### src/rtl/sd_cmd_responder.sv
// Card-side SD CMD line endpoint: receives 48-bit host commands, checks framing
// and CRC7, then serialises a 48-bit response once card logic hands one over.
module sd_cmd_responder #(
    parameter int NCR_MIN = 2,
    parameter int TIMEOUT = 64
) (
    input  logic        iclk,
    input  logic        irst,
    input  logic        icmd,
    output logic        ocmd,
    output logic        ocmd_oe,
    output logic [5:0]  ocmd_index,
    output logic [31:0] ocmd_arg,
    output logic        ocmd_valid,
    output logic        ocrc_err,
    output logic        oframe_err,
    input  logic        irsp_send,
    input  logic        irsp_skip,
    input  logic [5:0]  irsp_index,
    input  logic [31:0] irsp_arg,
    output logic        obusy
);

    localparam logic [2:0] S_IDLE  = 3'd0;
    localparam logic [2:0] S_RX    = 3'd1;
    localparam logic [2:0] S_CHECK = 3'd2;
    localparam logic [2:0] S_WAIT  = 3'd3;
    localparam logic [2:0] S_GAP   = 3'd4;
    localparam logic [2:0] S_TX    = 3'd5;

    localparam int GW = $clog2(NCR_MIN + 1);
    localparam logic [GW-1:0] GAP_MAX = GW'(NCR_MIN);
    localparam logic [31:0] TO_LAST = 32'(TIMEOUT) - 32'd1;

    function automatic logic [6:0] crc7_step(input logic [6:0] crc, input logic b);
        logic fb;
        fb = b ^ crc[6];
        return {crc[5:0], 1'b0} ^ (fb ? 7'h09 : 7'h00);
    endfunction

    logic [2:0]    state_q, state_d;
    logic [46:0]   rx_q, rx_d;
    logic [6:0]    crc_q, crc_d;
    logic [5:0]    bit_cnt_q, bit_cnt_d;
    logic [GW-1:0] gap_cnt_q, gap_cnt_d;
    logic [31:0]   wait_cnt_q, wait_cnt_d;
    logic [39:0]   tx_q, tx_d;
    logic          ocmd_q, ocmd_d;
    logic          oe_q, oe_d;
    logic [5:0]    index_q, index_d;
    logic [31:0]   arg_q, arg_d;
    logic          valid_q, valid_d;
    logic          crc_err_q, crc_err_d;
    logic          frame_err_q, frame_err_d;

    logic [GW-1:0] gap_inc;
    logic [39:0]   rsp_word;
    logic [39:0]   tx_src;
    logic          start_tx;

    always_comb begin
        state_d     = state_q;
        rx_d        = rx_q;
        crc_d       = crc_q;
        bit_cnt_d   = bit_cnt_q;
        gap_cnt_d   = gap_cnt_q;
        wait_cnt_d  = wait_cnt_q;
        tx_d        = tx_q;
        ocmd_d      = ocmd_q;
        oe_d        = oe_q;
        index_d     = index_q;
        arg_d       = arg_q;
        valid_d     = 1'b0;
        crc_err_d   = 1'b0;
        frame_err_d = 1'b0;
        start_tx    = 1'b0;
        tx_src      = tx_q;
        rsp_word    = {2'b00, irsp_index, irsp_arg};
        gap_inc     = (gap_cnt_q == GAP_MAX) ? gap_cnt_q : gap_cnt_q + 1'b1;

        case (state_q)
            S_IDLE: begin
                if (!icmd) begin
                    state_d   = S_RX;
                    rx_d      = {rx_q[45:0], icmd};
                    crc_d     = crc7_step(7'd0, icmd);
                    bit_cnt_d = 6'd1;
                end
            end
            // The start bit falls off the top, leaving direction..end in rx_q
            S_RX: begin
                rx_d      = {rx_q[45:0], icmd};
                bit_cnt_d = bit_cnt_q + 6'd1;
                if (bit_cnt_q < 6'd40) begin
                    crc_d = crc7_step(crc_q, icmd);
                end
                if (bit_cnt_q == 6'd47) begin
                    state_d   = S_CHECK;
                    gap_cnt_d = '0;
                end
            end
            S_CHECK: begin
                gap_cnt_d = gap_inc;
                if (!rx_q[46] || !rx_q[0]) begin
                    frame_err_d = 1'b1;
                    state_d     = S_IDLE;
                end else if (rx_q[7:1] != crc_q) begin
                    crc_err_d = 1'b1;
                    state_d   = S_IDLE;
                end else begin
                    index_d    = rx_q[45:40];
                    arg_d      = rx_q[39:8];
                    valid_d    = 1'b1;
                    wait_cnt_d = '0;
                    state_d    = S_WAIT;
                end
            end
            S_WAIT: begin
                gap_cnt_d = gap_inc;
                if (irsp_skip) begin
                    state_d = S_IDLE;
                end else if (irsp_send) begin
                    if (gap_cnt_q >= GAP_MAX) begin
                        start_tx = 1'b1;
                        tx_src   = rsp_word;
                    end else begin
                        tx_d    = rsp_word;
                        state_d = S_GAP;
                    end
                end else if (TIMEOUT > 0 && wait_cnt_q == TO_LAST) begin
                    state_d = S_IDLE;
                end else begin
                    wait_cnt_d = wait_cnt_q + 32'd1;
                end
            end
            S_GAP: begin
                gap_cnt_d = gap_inc;
                if (gap_cnt_q >= GAP_MAX) begin
                    start_tx = 1'b1;
                    tx_src   = tx_q;
                end
            end
            // Bits 1..39 come from tx_q, 40..46 from the running CRC, 47 is the end bit
            S_TX: begin
                if (bit_cnt_q == 6'd48) begin
                    state_d = S_IDLE;
                    oe_d    = 1'b0;
                    ocmd_d  = 1'b1;
                end else begin
                    bit_cnt_d = bit_cnt_q + 6'd1;
                    if (bit_cnt_q < 6'd40) begin
                        ocmd_d = tx_q[39];
                        crc_d  = crc7_step(crc_q, tx_q[39]);
                        tx_d   = {tx_q[38:0], 1'b0};
                    end else if (bit_cnt_q < 6'd47) begin
                        ocmd_d = crc_q[6];
                        crc_d  = {crc_q[5:0], 1'b0};
                    end else begin
                        ocmd_d = 1'b1;
                    end
                end
            end
            default: begin
                state_d = S_IDLE;
            end
        endcase

        // Start bit is driven on the same edge that enters TX; it is always 0 and leaves CRC at 0
        if (start_tx) begin
            state_d   = S_TX;
            oe_d      = 1'b1;
            ocmd_d    = tx_src[39];
            crc_d     = crc7_step(7'd0, tx_src[39]);
            tx_d      = {tx_src[38:0], 1'b0};
            bit_cnt_d = 6'd1;
        end
    end

    always_ff @(posedge iclk) begin
        if (irst) begin
            state_q     <= S_IDLE;
            rx_q        <= '0;
            crc_q       <= '0;
            bit_cnt_q   <= '0;
            gap_cnt_q   <= '0;
            wait_cnt_q  <= '0;
            tx_q        <= '0;
            ocmd_q      <= 1'b1;
            oe_q        <= 1'b0;
            index_q     <= '0;
            arg_q       <= '0;
            valid_q     <= 1'b0;
            crc_err_q   <= 1'b0;
            frame_err_q <= 1'b0;
        end else begin
            state_q     <= state_d;
            rx_q        <= rx_d;
            crc_q       <= crc_d;
            bit_cnt_q   <= bit_cnt_d;
            gap_cnt_q   <= gap_cnt_d;
            wait_cnt_q  <= wait_cnt_d;
            tx_q        <= tx_d;
            ocmd_q      <= ocmd_d;
            oe_q        <= oe_d;
            index_q     <= index_d;
            arg_q       <= arg_d;
            valid_q     <= valid_d;
            crc_err_q   <= crc_err_d;
            frame_err_q <= frame_err_d;
        end
    end

    assign ocmd       = ocmd_q;
    assign ocmd_oe    = oe_q;
    assign ocmd_index = index_q;
    assign ocmd_arg   = arg_q;
    assign ocmd_valid = valid_q;
    assign ocrc_err   = crc_err_q;
    assign oframe_err = frame_err_q;
    assign obusy      = (state_q != S_IDLE);

endmodule

### config.mk
export PLATFORM = sky130hd
export DESIGN_NAME = sd_cmd_responder
export DESIGN_NICKNAME = d
export VERILOG_FILES = /design/src/rtl/sd_cmd_responder.sv
export SDC_FILE = /design/constraint.sdc
export NUM_CORES = 1
export LEC_CHECK = 0
export CORE_MARGIN = 10
export CORE_UTILIZATION = 49
export CTS_BUF_LIST = sky130_fd_sc_hd__clkbuf_8
export DETAILED_ROUTE_END_ITERATION = 10
export PLACE_DENSITY = 0.81
export SYNTH_ARGS = -nofsm -noshare
export SYNTH_HDL_FRONTEND = slang
export SYNTH_SLANG_ARGS = --single-unit
### constraint.sdc
create_clock -name iclk -period 2.2 [get_ports iclk]
set_clock_uncertainty 0.2 [all_clocks]
set_input_delay 0.33 -clock iclk [delete_from_list [all_inputs] [get_ports iclk]]
set_output_delay 0.33 -clock iclk [all_outputs]
set_load 0.02 [all_outputs]
==> results of run 1 <==
## what timing repair did
item	in CTS	in global routing
cloned	0	4
setup endpoints to repair	9	73
hold buffers	1	0
setup buffers	0	2
gates resized for setup	11	33
pin swaps	1	10
hold endpoints to repair	4	0
## registers in the layout, summed over array words and instances, names as in the netlist
name,flops
ocmd_index,6
oframe_err,1
state_q,3
wait_cnt_q,32
gap_cnt_q,2
ocmd_arg,32
ocmd,1
ocmd_oe,1
ocrc_err,1
tx_q,40
ocmd_valid,1
bit_cnt_q,6
rx_q,47
crc_q,7
## per-stage QoR
stage / total power, mW / setup WS [ps]
final: 6.05 / 83.5
after global routing: 6.26 / -21.7
after CTS: 6.06 / 14.6
after detailed placement: 3.91 / -184
after global placement: 3.90 / -81.0
after floorplan: 3.66 / 9.39
## cells by family after synthesis
kind of cell / Yosys count
muxes: 3
and+or+nand+nor: 425
DFF: 180
adders and majority gates: 4
AOI/OAI and AO/OA: 231
buffers and inverters: 78
xor gates and xnor gates: 38
## layer usage
| metal | track usage [%] | vias to the layer above | share of wire (%) |
|---|---|---|---|
| met5 | 0 | - | 0 |
| met4 | 5.11 | 0 | 1.4 |
| met3 | 4.75 | 25 | 5.8 |
| met2 | 27.2 | 217 | 48 |
| met1 | 21.7 | 3446 | 45 |
| li1 | - | 3533 | - |
## Yosys cell counts (2+ instances only)
| cell | number |
|---|---|
| a211oi_1 | 10 |
| a21oi_1 | 98 |
| a21oi_2 | 3 |
| a221oi_1 | 4 |
| a22oi_1 | 37 |
| a311oi_1 | 38 |
| a31oi_1 | 3 |
| and2_1 | 2 |
| and3_1 | 7 |
| buf_1 | 4 |
| buf_2 | 19 |
| buf_4 | 4 |
| clkbuf_1 | 38 |
| dfxtp_1 | 180 |
| ha_1 | 4 |
| inv_1 | 11 |
| mux2i_1 | 3 |
| nand2_1 | 245 |
| nand2b_1 | 5 |
| nand3_1 | 18 |
| nand4_1 | 7 |
| nor2_1 | 87 |
| nor2_2 | 3 |
| nor3_1 | 15 |
| nor3b_1 | 4 |
| nor4_1 | 10 |
| nor4b_1 | 4 |
| o2111ai_1 | 2 |
| o211ai_1 | 2 |
| o21ai_0 | 13 |
| o21ai_1 | 3 |
| o21bai_1 | 2 |
| or2_2 | 2 |
| or4_1 | 2 |
| xnor2_1 | 25 |
| xor2_1 | 13 |
## path summary, 6_finish.rpt
kind                                        to  slack, ps  cells past startpoint
worst max register to register  wait_cnt_q[28]         80                      6
worst max-delay path            wait_cnt_q[28]         80                      6
worst min register to register   ocmd_index[3]        260                      2
worst min-delay path             ocmd_index[3]        260                      2
## worst max-delay path, delay by kind of cell (launching register included)
kind / cells / cell delay (ps)
xor gates and xnor gates: 1 / 190
and+or+nand+nor: 2 / 600
AOI/OAI and AO/OA: 3 / 680
DFF: 1 / 350
## power groups by stage
stage | Sequential (mW) | Clock [mW] | Combinational [mW]
final | 3.31 | 2.19 | 0.554
after global placement | 3.38 | 0 | 0.521
after floorplan | 3.38 | 0 | 0.284
after detailed placement | 3.38 | 0 | 0.526
after global routing | 3.31 | 2.34 | 0.602
after CTS | 3.31 | 2.22 | 0.530
## final cells by class
cell class,instances,area share (%)
multi-input combinational,701,41.0
sequential,180,36.9
timing repair buffer,145,15.0
clock buffer,20,2.82
tap,211,2.70
clock inverter,12,1.07
inverter,12,0.461
==> metrics.md, run 1 <==
| Metric | Value |
|---|---|
| DIE AREA | `21300 µm²` |
| Mux contribution to synthesized area | `0.387%` |
| Port buffer count | `86` |
| Clock buffer depth | `2` |
| Die X-Extent | `146 µm` |
| Most frequent cells in the layout | `242 x nand2_1, 174 x dfxtp_1, 97 x a21oi_1` |
| Yosys cell types | `68` |
| Synthesized cell area | `7770 µm²` |
| Cell accounting for the most synthesized area | `dfxtp_1` |
| Vias in the first global route | `6517` |
| Register area share after synthesis | `46.4%` |
| Syn_area_per_cell | `8.10 µm²` |
| Pwr dens | `619 nW/µm²` |
| WHS | `256 ps` |
| Yosys reg bits | `180` |
| Clock transition at path regs | `about 90 ps` |
| Largest family of logic cells by synthesized area | `simple AND/OR/NAND/NOR gates` |
| Vias | `about 7200` |
| Post-synth top flop | `dfxtp_1` |
| Post-synthesis adder-cell area fraction | `less than 1%` |
| Switching Power | `1.56 mW` |
| H-tree levels | `4` |
| Hold path start | `ocmd_index[3]` |
| CP max stage delay | `420 ps` |
| Num CTS Buffers | `17` |
| Die height | `approximately 150 µm` |
| EDFF count, synth | `0` |
| Worst Tran Pin Value | `522 ps` |
| Maximum clock frequency | `between 400 and 500 MHz` |
| Area contributors post-synth | `dfxtp_1 46%, nand2_1 12%, a21oi_1 6.3%, a311oi_1 4.3%, nor2_1 4.2%` |
| Initial antenna violation count | `0` |
| Post-synthesis cell count | `about 960` |
| CTS sink cnt | `180` |
| Max-slew headroom | `65.2%` |
| Initial core utilization | `50.5%` |
| Seq. cell area | `3610 µm²` |
| Skew-Pair Late Insertion Delay | `460 ps` |
| Final worst-path cycle share | `96.2%` |
| Max FO, Critical Path | `8` |
| P_int | `4.49 mW` |
| # rows | `45` |
| Type of the tightest min-delay check | `reg2reg` |
| Max-Cap Viols | `0` |
| Pre-antenna DRT Iters | `7` |
| Crit end category | `flip-flop` |
| Post-DP Area | `9090 µm²` |
| Util after Layout | `63.6%` |
| Setup violators final | `0` |
| Minimum clock period | `about 2100 ps` |
| Reg power frac | `a little over half` |
| First-pass GRT wire length | `31.1 mm` |
| Design area | `~9800 µm²` |
| Wirelength per Cell | `15.2 µm` |
| Final hold violations | `0` |
| Filler instances | `1300` |
| Yosys top cell area share | `46.4%` |
| Total global-route track usage | `17.0%` |
| Largest net degree at the start of global routing | `114` |
| CP max-delay cell | `nor4_4` |
| Crit path from | `crc_q[0]` |
| Worst path arrival time | `2280 ps` |
| Status | `finished clean` |
| Diodes inserted | `0` |
| Antenna-violating nets left | `0` |
| Congestion Overflow GR | `0` |
| Clk network pwr share | `between 30% and 40%` |
| Core ar. | `15400 µm²` |
| Req. time, crit path | `2360 ps` |
| Post-DP HPWL | `12.5 mm` |
| Leak | `3.29 nW` |
| Ys async rst share | `0%` |
| WL final | `19.5 mm` |
| Xor/xnor share of the synthesized area | `under 10%` |
| Critical Path Source Type | `flip-flop` |
| Peak supply drop | `0.399 mV` |
| Cell Count, Final, Fillers Out | `1281` |
| Fin. max-slew vios | `0` |
| DR vias/cell | `5.64` |
| Post-synthesis compound-gate area fraction | `roughly a fifth` |
| RSZ-0062 raised after global routing | `true` |
| Placed cell count | `1242` |
| Most common cell after layout, fill and taps aside | `nand2_1` |
| CTS tree | `built` |
| Area Overhead vs Synth | `25.9%` |
| Yosys warnings | `0` |
| Worst path cell trace | `xor2_1 -> nor4_4 -> nand3_4 -> a21oi_4 -> a311oi_1 -> a41o_1` |
| Final #Nets | `around 1100` |
| Setup TNS | `0 ps` |
| Root buffer cell | `clkbuf_8` |
| Simple-gate share of the synthesized area | `24.2%` |
| Switching share of power | `25.8%` |
| I/O pins | `87` |
| Multi-input gate area in the final layout | `4010 µm²` |
| Syn nets | `1006` |
| Critical setup path kind | `reg2reg` |
| FF-to-FF Start | `crc_q[0]` |
| Fraction of layout cells with a size suffix above 1 | `13.5%` |
| Combinational fraction of design power | `about 9.2%` |
| DRC errors left | `0` |
| Initial DRC count | `592` |
| Global placement routability congestion | `0.899` |
Power figures use the tool's default switching activity.
==> inputs of run 2 (changes only) <==
--- a/config.mk
+++ b/config.mk
@@ -10,6 +10,7 @@
 export CTS_BUF_LIST = sky130_fd_sc_hd__clkbuf_8
 export DETAILED_ROUTE_END_ITERATION = 10
 export PLACE_DENSITY = 0.81
+export SLEW_MARGIN = 30
 export SYNTH_ARGS = -nofsm -noshare
 export SYNTH_HDL_FRONTEND = slang
 export SYNTH_SLANG_ARGS = --single-unit
==> results of run 2 <==
Final layout, timing and power as in run 1 (identical DEF).
==> inputs of run 3 (changes only) <==
--- a/config.mk
+++ b/config.mk
@@ -5,7 +5,7 @@
 export SDC_FILE = /design/constraint.sdc
 export NUM_CORES = 1
 export LEC_CHECK = 0
-export CORE_MARGIN = 10
+export CORE_MARGIN = 2
 export CORE_UTILIZATION = 49
 export CTS_BUF_LIST = sky130_fd_sc_hd__clkbuf_8
 export DETAILED_ROUTE_END_ITERATION = 10
==> run 3 against run 2 <==
Die area decreased by 21%; final area grew 3.7%; global-route usage grew 5.0 points; final cell count increased by 1.6%; combinational power up 6.9%; setup slack lost 120 ps; the flow now finishes with violations (negative setup slack).
==> metrics.md, run 3 (synthesis results as in run 1) <==
| Metric | Value |
|---|---|
| Peak supply drop | `0.444 mV (was 0.399 mV)` |
| Type of the tightest min-delay check | `in2reg (was reg2reg)` |
| Die X-Extent | `130 µm (was 146 µm)` |
| Pre-antenna DRT Iters | `6 (was 7)` |
| Setup violators final | `3 (was 0)` |
| Root buffer cell | `clkbuf_8 (unchanged)` |
| Antenna-violating nets left | `0 (unchanged)` |
| WL final | `19.9 mm (was 19.5 mm)` |
| Post-layout power | `6.29 mW (was 6.05 mW)` |
| Final #Nets | `1120 (was 1104)` |
| I/O pins | `87 (unchanged)` |
| Final hold violations | `0 (unchanged)` |
| Die height | `130 µm (was 146 µm)` |
| Fin. max-slew vios | `0 (unchanged)` |
| Final worst-path cycle share | `102% (was 96.2%)` |
| Setup TNS | `-60.4 ps (was 0 ps)` |
| Crit end category | `flip-flop (unchanged)` |
| Total global-route track usage | `22.0% (was 17.0%)` |
| Status | `finished, violations left (was finished clean)` |
| Skew-Pair Late Insertion Delay | `470 ps (was 460 ps)` |
| CTS tree | `built (unchanged)` |
| # rows | `46 (was 45)` |
| Minimum clock period | `2240 ps (was 2120 ps)` |
| Largest register FFs | `47 (unchanged)` |
| Initial antenna violation count | `0 (unchanged)` |
| Leak | `3.45 nW (was 3.29 nW)` |
| Post-DP HPWL | `12.2 mm (was 12.5 mm)` |
| Clock buffer depth | `2 (unchanged)` |
| Maximum clock frequency | `447 MHz (was 472 MHz)` |
| Most common cell after layout, fill and taps aside | `nand2_1 (unchanged)` |
| Max FO, Critical Path | `11 (was 8)` |
| Largest net degree at the start of global routing | `88 (was 114)` |
| Critical Path Source Type | `flip-flop (unchanged)` |
| Reg2Reg Depth | `10 (was 6)` |
| Req. time, crit path | `2370 ps (was 2360 ps)` |
| Failing checks | `negative setup slack` |
| Port buffer count | `86 (unchanged)` |
| DR vias/cell | `5.72 (was 5.64)` |
| Placed cell count | `1254 (was 1242)` |
| DIE AREA | `16900 µm² (was 21300 µm²)` |
| Top reg by flops | `rx_q (unchanged)` |
| Pwr dens | `620 nW/µm² (was 619 nW/µm²)` |
| Worst path arrival time | `2410 ps (was 2280 ps)` |
| Vias | `7449 (was 7221)` |
| Critical setup path kind | `reg2reg (unchanged)` |
| CTS sink cnt | `180 (unchanged)` |
| Most frequent cells in the layout | `243 x nand2_1, 177 x dfxtp_1, 98 x a21oi_1 (was 242 x nand2_1, 174 x dfxtp_1, 97 x a21oi_1)` |
| Cell Count, Final, Fillers Out | `1302 (was 1281)` |
| Global placement routability congestion | `0.927 (was 0.899)` |
| Wirelength per Cell | `15.3 µm (was 15.2 µm)` |
| Max-Cap Viols | `0 (unchanged)` |
| Core ar. | `15700 µm² (was 15400 µm²)` |
| Initial DRC count | `630 (was 592)` |
| Vias in the first global route | `6474 (was 6517)` |
| Initial core utilization | `49.4% (was 50.5%)` |
| Congestion Overflow GR | `0 (unchanged)` |
| Diodes inserted | `0 (unchanged)` |
| Clock transition at path regs | `100 ps (was 90 ps)` |
| Area Overhead vs Synth | `30.6% (was 25.9%)` |
| Num CTS Buffers | `17 (unchanged)` |
| DRC errors left | `0 (unchanged)` |
| Worst slack, placed | `-202 ps (was -184 ps)` |
| Fraction of layout cells with a size suffix above 1 | `15.4% (was 13.5%)` |
| H-tree levels | `4 (unchanged)` |
| Worst Hold Path Cells | `2 (unchanged)` |
| PnR worst setup slack | `-37.5 ps (was 83.5 ps)` |
| Worst Tran Pin Value | `500 ps (was 522 ps)` |
| Util after Layout | `64.6% (was 63.6%)` |
| Biggest regs | `rx_q: 47 flops, tx_q: 40 flops (unchanged)` |
| First-pass GRT wire length | `30.3 mm (was 31.1 mm)` |
| Max-slew headroom | `66.2% (was 65.2%)` |
[run 3: power by group]
group	internal, mW	leakage (nW)	switching (mW)
Combinational	0.250	1.79	0.343
Clock	1.17	0.210	1.22
Sequential	3.28	1.45	0.0258
Total	4.70	3.45	1.59
[run 3: through the flow]
stage	cell area (µm²)	hold slack [ps]
floorplan	7770	237
CTS	9720	2.57
finish	10100	40.3
detailed placement	9200	246
global route	10100	39.9
global placement	9200	242
[run 3: final timing paths]
| kind | from | to | slack, ps |
|---|---|---|---|
| worst max register to register | gap_cnt_q[0] | tx_q[19] | -40 |
| worst max-delay path | gap_cnt_q[0] | tx_q[19] | -40 |
| worst min register to register | ocmd_index[3] | ocmd_index[3] | 250 |
| worst min-delay path | irst | tx_q[14] | 40 |
[run 3: critical path, stage by stage (launching register included)]
cell	delay (ps)
dfxtp_2	330
inv_1	70
ha_2	190
buf_6	120
nor2_4	30
buf_6	120
nor3_4	280
buf_12	170
clkbuf_16	160
a22oi_1	100
a311oi_1	340
[run 3: repair_timing]
item / in CTS / in global routing
resized for setup: 9 / 48
gates cloned: 2 / 7
pin swaps: 2 / 33
setup endpoints to repair: 39 / 84
hold buffers: 0 / 0
buffers inserted: 0 / 8
hold endpoints to repair: 0 / 0
[run 3: metal layers]
| metal | up-vias | global-route usage, % | routed length, µm |
|---|---|---|---|
| met5 | - | 0 | 0 |
| met4 | 0 | 8.03 | 441 |
| met3 | 39 | 5.04 | 1190 |
| met2 | 256 | 35.8 | 9630 |
| met1 | 3568 | 28.8 | 8670 |
| li1 | 3586 | - | - |
[run 3: final cells by class]
class	instances	area, µm²
Timing Repair Buffer	161	1730
Multi-Input combinational cell	701	4070
Fill cell	1287	5570
Clock inverter	14	176
Clock buffer	18	248
Tap cell	216	270
Inverter	12	45.0
Sequential cell	180	3610
